--- src/rtl/neg_mono_pulse_gen.sv ---
// Edge-triggered monostable: counted output pulse, post-pulse holdoff, drop strobe.
// Build option: define RETRIGGER_EN to let a trigger during the pulse reload its length.
module neg_mono_pulse_gen #(
    parameter int CNT_W       = 16,
    parameter int HOLDOFF_LEN = 4,
    parameter int NEG_EDGE    = 1
) (
    input  logic             clk,
    input  logic             rst,
    input  logic             sig,
    input  logic [CNT_W-1:0] len,
    output logic             out,
    output logic             busy,
    output logic             drop
);

    localparam logic [1:0] IDLE    = 2'd0;
    localparam logic [1:0] PULSE   = 2'd1;
    localparam logic [1:0] HOLDOFF = 2'd2;

    localparam logic HAS_HOLD = (HOLDOFF_LEN > 0);
    localparam logic [CNT_W-1:0] HOLD_M1 =
        (HOLDOFF_LEN > 0) ? CNT_W'(HOLDOFF_LEN - 1) : '0;

`ifdef RETRIGGER_EN
    localparam logic RETRIG = 1'b1;
`else
    localparam logic RETRIG = 1'b0;
`endif

    logic [1:0]       state;
    logic [CNT_W-1:0] cnt;
    logic [CNT_W-1:0] len_m1;
    logic             sig_d;
    logic             armed;
    logic             trig;

    // Zero length is treated as a one-cycle pulse.
    assign len_m1 = (len == '0) ? '0 : len - CNT_W'(1);

    assign trig = armed & ((NEG_EDGE != 0) ? (sig_d & ~sig)
                                           : (~sig_d & sig));

    assign busy = (state != IDLE);

    always_ff @(posedge clk) begin
        if (rst) begin
            state <= IDLE;
            cnt   <= '0;
            out   <= 1'b0;
            drop  <= 1'b0;
            sig_d <= 1'b0;
            armed <= 1'b0;
        end else begin
            sig_d <= sig;
            armed <= 1'b1;
            drop  <= 1'b0;
            unique case (state)
                IDLE: begin
                    if (trig) begin
                        state <= PULSE;
                        cnt   <= len_m1;
                        out   <= 1'b1;
                    end
                end
                PULSE: begin
                    if (trig && RETRIG) begin
                        cnt <= len_m1;
                    end else begin
                        drop <= trig;
                        if (cnt != '0) begin
                            cnt <= cnt - CNT_W'(1);
                        end else begin
                            out <= 1'b0;
                            if (HAS_HOLD) begin
                                state <= HOLDOFF;
                                cnt   <= HOLD_M1;
                            end else begin
                                state <= IDLE;
                            end
                        end
                    end
                end
                HOLDOFF: begin
                    drop <= trig;
                    if (cnt != '0) begin
                        cnt <= cnt - CNT_W'(1);
                    end else begin
                        state <= IDLE;
                    end
                end
                default: begin
                    state <= IDLE;
                    cnt   <= '0;
                    out   <= 1'b0;
                end
            endcase
        end
    end

endmodule
--- config.mk ---
export PLATFORM = sky130hd
export DESIGN_NAME = neg_mono_pulse_gen
export DESIGN_NICKNAME = d
export VERILOG_FILES = /design/src/rtl/neg_mono_pulse_gen.sv
export SDC_FILE = /design/constraint.sdc
export NUM_CORES = 1
export LEC_CHECK = 0
export BUFFER_PORTS_ARGS = -buffer_cell sky130_fd_sc_hd__buf_2
export CORE_AREA = 2 2 75 77
export DETAILED_ROUTE_END_ITERATION = 7
export DIE_AREA = 0 0 77 79
export HOLD_SLACK_MARGIN = 0.05
export PLACE_DENSITY_LB_ADDON = 0.15
export SKIP_LAST_GASP = 1
export SLEW_MARGIN = 20
export SYNTH_ARGS = -nofsm -noshare
export SYNTH_HDL_FRONTEND = slang
export SYNTH_SLANG_ARGS = --single-unit
--- constraint.sdc ---
create_clock -name clk -period 3.15 [get_ports clk]
set_input_delay 0.315 -clock clk [delete_from_list [all_inputs] [get_ports clk]]
set_output_delay 0.315 -clock clk [all_outputs]
set_load 0.01 [all_outputs]
==> results.sh, run 1 <==
export IMPL_crit_chain="inv_1, ha_1, nor3b_1, nand4_1, a2111oi_0, a21oi_1, o2bb2ai_1"
export IMPL_die_y_um=79
export IMPL_cp_data_arrival_time_ps=2580
export IMPL_grt_ovfl_total=0
export IMPL_antenna_found_initial=0
export IMPL_powerDensity_nw_per_um2=891
export IMPL_groute_usage_overall=0.169
export IMPL_grt_pass1_wl_um=8160
export IMPL_grt_met2_usage=0.294
export IMPL_synth_cell_types=58
export IMPL_yosys_warnings=0
export IMPL_finalHoldViolCount=0
export IMPL_most_common_layout_cells="22 x dfxtp_1, 21 x buf_2, 16 x inv_1"
export IMPL_ys_flop_type="dfxtp_1"
export IMPL_area_growth_pct=13.4
export IMPL_die_area_um2=6080
export IMPL_cp_max_fo=4
export IMPL_io_buffers=21
export IMPL_nets=254
export IMPL_place_ws_ps=727
export IMPL_hold_path_class="input port to register"
export IMPL_cp_end_kind="register"
export IMPL_cpPeakStageDelay_ps=650
export IMPL_wirelength_um=4820
export IMPL_insertion_delay_ps=260
export IMPL_syn_area_um2=1730
export IMPL_die_x_um=77
export IMPL_cts_tree="done"
export IMPL_dp_hpwl_um=3720
export IMPL_synth_edff_count=0
export IMPL_cts_resized_gates=0
export IMPL_cts_setup_buffers=0
export IMPL_finalCritPeriodShare=0.755
export IMPL_critPathSlowestCell="nor3b_1"
export IMPL_drv_slew=0
export IMPL_clk_path_buf_depth=2
export IMPL_wl_per_cell_um=16.2
export IMPL_numCtsBuffers=3
export IMPL_detailroute_via_count=1686
export IMPL_io_pins=22
export IMPL_fp_row_count=27
export IMPL_async_reset_ff_frac=0
export IMPL_slew_headroom=0.495
export IMPL_cts_sinks=22
export IMPL_core_um2=5340
export IMPL_fmax_ghz=0.421
export IMPL_synth_seq_area_share=0.254
export IMPL_layout_commonest_cell="dfxtp_1"
export IMPL_synth_nets=232
export IMPL_ys_ff_latch=22
export IMPL_num_antenna_cells=0
export IMPL_critPathKind="register to register"
export IMPL_use_met1=0.227
export IMPL_outcome="completed"
export IMPL_rsz0062_at_grt="false"
export IMPL_vdd_drop_max_mv=0.471
export IMPL_power_leakage_nw=0.747
export IMPL_grt_max_degree=18
export IMPL_grt_pass1_vias=1571
export IMPL_finalClockSkew_ps=1.34
export IMPL_via_per_inst=5.68
export IMPL_tns_ps=0
export IMPL_holdWs_ps=269
export IMPL_layout_min_cycle_time_ps=2380
export IMPL_synthCells=205
export IMPL_worst_slack_ps=772
export IMPL_cp_start_kind="register"
export IMPL_drc=0
export IMPL_clockRootBuffer="clkbuf_8"
export IMPL_drive_above_1_share=0.191
export IMPL_initial_core_util=0.324
export IMPL_drtIter0Drc=79
export IMPL_gp_congestion=0.783
export IMPL_first_pass_iters=4
export IMPL_use_met3=0.0239
export IMPL_ant_nets=0
export IMPL_ctsHoldBuffers=0
export IMPL_drv_cap=0
export IMPL_htree_levels=1
export IMPL_finalSetupViolations=0
export IMPL_cp_required_ps=3350
export IMPL_synth_area_per_cell_um2=8.45
export IMPL_clkTransAtPathRegs_ps=80
export IMPL_gr_max_usage_layer="met2"
export IMPL_worstMarginPinSlew_ps=755
-- critical path, delay by kind of cell (launching register included) --
| kind | cells | cell delay [ps] |
|---|---|---|
| fa+ha+maj | 1 | 210 |
| buf+inv | 1 | 110 |
| simple gates | 2 | 930 |
| flops | 1 | 350 |
| compound gates | 3 | 730 |
-- power by group --
part | internal, mW | switching (mW)
Combinational | 0.458 | 0.700
Sequential | 0.345 | 0.0665
Clock | 0.0855 | 0.0942
Total | 0.889 | 0.861
-- cells in the mapped netlist (all sizes together), types with 2 or more instances --
cell type   n  area (µm²)
nor3       13        75.1
or4         3        26.3
o21ai       7        35.0
a32oi       3        26.3
nor2b       2        12.5
or3b        2        17.5
or3         3        23.8
a21oi       6        30.0
xnor2       9        78.8
a22oi       6        45.0
dfxtp      22         440
a22o        2        17.5
nand2       9        33.8
a21boi      2        15.0
nor2        9        33.8
a211oi      3        22.5
buf         5        31.3
ha          8         100
nand4       4        25.0
o2bb2ai     3        26.3
clkbuf      5        18.8
inv        16        60.1
o41ai       2        36.3
nor3b       4        30.0
nor4        4        25.0
nand3       2        10.0
o31ai       5        42.5
o31a        2        17.5
nand4b      2        32.5
o32a        3        30.0
a31oi       5        31.3
o22ai      11        68.8
xor2        5        43.8
-- final cells by class --
type | count | area (µm²)
clock buffers | 3 | 41.3
fillers | 595 | 3370
inverters | 16 | 60.1
multi-input cells | 157 | 1180
flip-flops and latches | 22 | 440
well taps | 72 | 90.1
repair buffers | 27 | 150
-- cells by family after synthesis --
kind of cell,synth area share
AO/OA/AOI/OAI,0.314
AND/OR/NAND/NOR,0.233
buffers and inverters,0.0636
flip-flops,0.254
XOR/XNOR,0.0708
adder cells (fa/ha/maj),0.0578
multiplexers,0.00578
-- worst paths after layout --
| kind | start | to | slack [ps] | depth (start not counted) |
|---|---|---|---|---|
| min | sig | sig_d | 270 | 2 |
| max reg2reg | cnt[0] | cnt[14] | 770 | 7 |
| min reg2reg | cnt[14] | cnt[14] | 470 | 1 |
| max | cnt[0] | cnt[14] | 770 | 7 |
-- through the flow --
stage	instance area (µm²)	std cells	power, mW	util
global placement	1920	294	1.58	0.360
floorplan	1730	205	1.27	-
global route	1960	297	1.91	0.368
finish	1960	297	1.75	0.368
detailed placement	1920	294	1.58	0.360
CTS	1960	297	1.76	0.368
-- routing by layer --
layer  share of wire  up-vias
met2            0.48       29
met3           0.031        4
li1                -      839
met1            0.49      814
met5               0        -
met4          0.0064        0
-- sequential cells by signal, summed over array words and instances (netlist names) --
name / count
cnt: 16
armed: 1
drop: 1
state: 2
out: 1
sig_d: 1
Power figures use the tool's default switching activity.
==> run 2: changes to the inputs <==
==> constraint.sdc (replaced) <==
create_clock -name clk -period 1.9 [get_ports clk]
set_input_delay 0.19 -clock clk [delete_from_list [all_inputs] [get_ports clk]]
set_output_delay 0.19 -clock clk [all_outputs]
set_load 0.01 [all_outputs]
==> results.sh, run 2 (same netlist as run 1, synthesis figures left out) <==
export IMPL_outcome="finished, violations left"
export IMPL_place_area_um2=2340
export IMPL_grt_ovfl_total=0
export IMPL_hold_path_class="input port to register"
export IMPL_final_area_um2=2570
export IMPL_critPathLaunch="cnt[1]"
export IMPL_violations="setup timing"
export IMPL_gp_congestion=0.833
export IMPL_grt_pass1_vias=1806
export IMPL_cp_data_arrival_time_ps=2070
export IMPL_most_common_layout_cells="59 x buf_4, 21 x buf_2, 19 x dfxtp_1"
export IMPL_reg_top3="cnt: 16 flops, state: 2 flops"
export IMPL_power_mw=3.85
export IMPL_finalSetupViolations=2
export IMPL_cp_end_kind="register"
export IMPL_critPathKind="register to register"
export IMPL_num_antenna_cells=0
export IMPL_wl_per_cell_um=15.1
export IMPL_dp_hpwl_um=4180
export IMPL_worst_slack_ps=-11.6
export IMPL_drv_cap=0
export IMPL_holdWs_ps=147
export IMPL_drive_above_1_share=0.444
export IMPL_nets=313
export IMPL_r2r_cells=6
export IMPL_ctsHoldBuffers=0
export IMPL_first_pass_iters=4
export IMPL_r2r_start="cnt[1]"
export IMPL_p_sw_mw=1.68
export IMPL_finalHoldViolCount=0
export IMPL_grt_pass1_wl_um=8920
export IMPL_cp_required_ps=2060
export IMPL_cp_max_fo=5
export IMPL_die_x_um=77
export IMPL_ant_nets=0
export IMPL_rsz0062_at_grt="true"
export IMPL_seq_power_share=0.181
export IMPL_die_y_um=79
export IMPL_vdd_drop_max_mv=0.886
export IMPL_detailroute_via_count=1903
export IMPL_insertion_delay_ps=260
export IMPL_fmax_ghz=0.523
export IMPL_drv_slew=0
export IMPL_r2r_end="cnt[11]"
export IMPL_io_pins=22
export IMPL_layout_min_cycle_time_ps=1910
export IMPL_finalCritPeriodShare=1.01
export IMPL_slew_headroom=0.669
export IMPL_cts_sinks=22
export IMPL_worstMarginPinSlew_ps=491
export IMPL_cp_start_kind="register"
export IMPL_die_area_um2=6080
export IMPL_fin_util=0.482
export IMPL_wirelength_um=5380
export IMPL_drtIter0Drc=64
export IMPL_power_leakage_nw=1.07
export IMPL_grt_max_degree=12
export IMPL_top_register="cnt"
export IMPL_clk_path_buf_depth=2
export IMPL_fin_cells=356
export IMPL_netSwitchingFraction=0.435
export IMPL_io_buffers=21
export IMPL_endpoint="cnt[11]"
export IMPL_place_ws_ps=-244
export IMPL_cts_tree="done"
export IMPL_placed_cells=345
export IMPL_fp_row_count=27
export IMPL_largest_register_ffs=16
export IMPL_core_um2=5340
export IMPL_via_per_inst=5.35
export IMPL_intPower_mw=2.18
export IMPL_pwr_share_comb=0.743
export IMPL_pwr_share_clk=0.076
export IMPL_finalClockSkew_ps=2.38
export IMPL_clkTransAtPathRegs_ps=80
export IMPL_clockRootBuffer="clkbuf_8"
export IMPL_initial_core_util=0.324
export IMPL_layout_commonest_cell="buf_4"
export IMPL_htree_levels=1
export IMPL_powerDensity_nw_per_um2=1500
export IMPL_numCtsBuffers=3
export IMPL_drc=0
export IMPL_area_growth_pct=48.6
export IMPL_rrSetupSlack_ps=-10
export IMPL_antenna_found_initial=0
export IMPL_tns_ps=-15.6
export IMPL_groute_usage_overall=0.184
## run 2: cell type report
type / count / area, µm²
clock buffer: 3 / 41.3
fill: 552 / 2760
inverter: 16 / 62.6
multi-input combinational: 158 / 1310
sequential: 22 / 444
tap: 72 / 90.1
timing repair buffer: 85 / 622
## run 2: power by group through the flow
stage / Sequential, mW / Clock [mW] / Combinational (mW)
after floorplan: 0.682 / 0 / 1.50
after global placement: 0.686 / 0 / 2.52
after detailed placement: 0.685 / 0 / 2.54
after CTS: 0.675 / 0.306 / 2.57
after global routing: 0.712 / 0.326 / 3.12
final: 0.697 / 0.292 / 2.86
## run 2: per-layer routing
layer	global-route usage	vias up	wire [µm]
met5	0	-	0
met4	0.0429	0	83
met3	0.0239	8	87
met2	0.311	27	2620
met1	0.250	910	2590
li1	-	958	-
## run 2: how the worst min path moves through the flow
| stage | startpoint | endpoint | slack, ps | cells after the start |
|---|---|---|---|---|
| after floorplan | sig | sig_d | 320 | 1 |
| after detailed placement | sig | sig_d | 420 | 2 |
| after global placement | sig | sig_d | 420 | 2 |
| final | sig | sig_d | 150 | 2 |
| after CTS | sig | sig_d | 150 | 2 |
| after global routing | sig | sig_d | 160 | 2 |
## run 2: what timing repair did
action	CTS	global route
hold endpoints to repair	0	0
gates resized for setup	1	26
pin swaps	0	6
endpoints found under the setup margin	11	16
setup buffers	0	7
cloned	0	1
## run 2: critical path, cell delays in order (launching register included)
cell and delay [ps]:
dfxtp_2 330, inv_2 80, ha_4 130, or3b_4 420, o31a_1 370, a31o_2 270
a22o_1 190
==> run 3: changes to the inputs <==
--- a/config.mk
+++ b/config.mk
@@ -6,9 +6,11 @@
 export NUM_CORES = 1
 export LEC_CHECK = 0
 export BUFFER_PORTS_ARGS = -buffer_cell sky130_fd_sc_hd__buf_2
-export CORE_AREA = 2 2 75 77
+export CELL_PAD_IN_SITES_DETAIL_PLACEMENT = 1
+export CELL_PAD_IN_SITES_GLOBAL_PLACEMENT = 2
+export CORE_AREA = 2 2 78 80
 export DETAILED_ROUTE_END_ITERATION = 7
-export DIE_AREA = 0 0 77 79
+export DIE_AREA = 0 0 80 82
 export HOLD_SLACK_MARGIN = 0.05
 export PLACE_DENSITY_LB_ADDON = 0.15
 export SKIP_LAST_GASP = 1
==> results.sh, run 3 (same netlist as run 1, synthesis figures left out) <==
export IMPL_cts_tree="done"
export IMPL_grt_max_degree=12
export IMPL_detailroute_via_count=1977
export IMPL_ctsHoldBuffers=0
export IMPL_fillers=699
export IMPL_dp_hpwl_um=4900
export IMPL_critPathSlowestCell="or3b_4"
export IMPL_cp_max_fo=5
export IMPL_fin_cells=363
export IMPL_drtIter0Drc=103
export IMPL_cp_start_kind="register"
export IMPL_grt_ovfl_total=0
export IMPL_nets=317
export IMPL_htree_levels=1
export IMPL_initial_core_util=0.301
export IMPL_grt_pass1_wl_um=10600
export IMPL_hold_path_class="input port to register"
export IMPL_via_per_inst=5.45
export IMPL_cts_sinks=22
export IMPL_fp_row_count=28
export IMPL_crit_chain="inv_2, ha_1, or3b_4, buf_12, o31a_1, a31o_2, a22o_1"
export IMPL_worstMarginPinSlew_ps=495
export IMPL_violations="setup timing"
export IMPL_core_um2=5750
export IMPL_drv_cap=0
export IMPL_place_area_um2=2330
export IMPL_insertion_delay_ps=270
export IMPL_r2r_cells=7
export IMPL_area_growth_pct=54.2
export IMPL_cp_data_arrival_time_ps=2130
export IMPL_io_pins=22
export IMPL_gp_congestion=0.879
export IMPL_finalHoldViolCount=0
export IMPL_rsz0062_at_grt="true"
export IMPL_numCtsBuffers=3
export IMPL_num_antenna_cells=0
export IMPL_die_area_um2=6560
export IMPL_most_common_layout_cells="59 x buf_4, 21 x buf_2, 17 x dfxtp_1"
export IMPL_worst_slack_ps=-56.1
export IMPL_final_area_um2=2670
export IMPL_cpLargestDelayFamily="compound AO/OA/AOI/OAI gates"
export IMPL_reg_top3="cnt: 16 flops, state: 2 flops"
export IMPL_placed_cells=345
export IMPL_place_ws_ps=-315
export IMPL_antenna_found_initial=0
export IMPL_crit_cells=7
export IMPL_first_pass_iters=4
export IMPL_grt_pass1_vias=2101
export IMPL_finalSetupViolations=8
export IMPL_ant_nets=0
export IMPL_wl_per_cell_um=18.3
export IMPL_crit_buf_inv=2
export IMPL_slew_headroom=0.667
export IMPL_power_mw=4.12
export IMPL_layout_min_cycle_time_ps=1960
export IMPL_layout_commonest_cell="buf_4"
export IMPL_clkTransAtPathRegs_ps=90
export IMPL_cp_required_ps=2070
export IMPL_finalClockSkew_ps=2.66
export IMPL_worstHoldPathCells=2
export IMPL_cpPeakStageDelay_ps=400
export IMPL_drive_above_1_share=0.458
export IMPL_drv_slew=0
export IMPL_largest_register_ffs=16
export IMPL_critPathKind="register to register"
export IMPL_io_buffers=21
export IMPL_die_y_um=82
export IMPL_power_leakage_nw=1.11
export IMPL_finalCritPeriodShare=1.03
export IMPL_powerDensity_nw_per_um2=1540
export IMPL_clockRootBuffer="clkbuf_8"
export IMPL_wirelength_um=6640
export IMPL_outcome="finished, violations left"
export IMPL_top_register="cnt"
export IMPL_fmax_ghz=0.511
export IMPL_drc=0
export IMPL_cp_end_kind="register"
export IMPL_fin_util=0.465
export IMPL_groute_usage_overall=0.211
export IMPL_clk_path_buf_depth=2
export IMPL_vdd_drop_max_mv=0.720
export IMPL_die_x_um=80
run 3: cell count changes in the layout (fill, tap and decap cells not counted), sizes merged:
cell and delta:
buf +5, or3b -1
run 3: per-layer routing:
| layer | vias to the layer above | wire length (µm) | track usage |
|---|---|---|---|
| met2 | 27 | 3580 | 0.398 |
| li1 | 962 | - | - |
| met1 | 980 | 2810 | 0.251 |
| met5 | - | 0 | 0 |
| met4 | 0 | 90 | 0.0492 |
| met3 | 8 | 168 | 0.0308 |
run 3: metrics by stage:
stage	hold WS (ps)	setup TNS, ps
finish	136	-140
global route	132	-1180
floorplan	318	-70.7
global placement	416	-3100
CTS	134	-191
detailed placement	425	-3810
run 3: where the power goes:
group / total, mW / internal (mW) / switching [mW]
Combinational: 3.10 / 1.53 / 1.57
Sequential: 0.705 / 0.578 / 0.126
Clock: 0.318 / 0.142 / 0.176
Total: 4.12 / 2.25 / 1.87
run 3: cell type report:
class	instances	area, µm²	share of cell area
inverters	16	60.1	0.0225
well taps	75	93.8	0.0351
clock buffers	3	41.3	0.0155
repair buffers	90	678	0.254
flip-flops and latches	22	447	0.167
multi-input cells	157	1350	0.506
run 3: timing repair:
item / CTS / global route
gates cloned: 1 / 1
endpoints found under the setup margin: 13 / 18
setup buffers: 7 / 6
pin swaps: 12 / 13
resized for setup: 14 / 29
run 3: final timing paths:
path | from | endpoint | slack (ps)
worst max-delay path | cnt[0] | cnt[11] | -60
worst max register to register | cnt[0] | cnt[11] | -60
worst min-delay path | sig | sig_d | 140
worst min register to register | cnt[14] | cnt[14] | 470
run 3: worst register-to-register path: stages (launching register included):
cell and delay [ps]:
dfxtp_2 340, inv_2 60, ha_1 130, or3b_4 400, buf_12 150, o31a_1 310
a31o_2 260, a22o_1 200
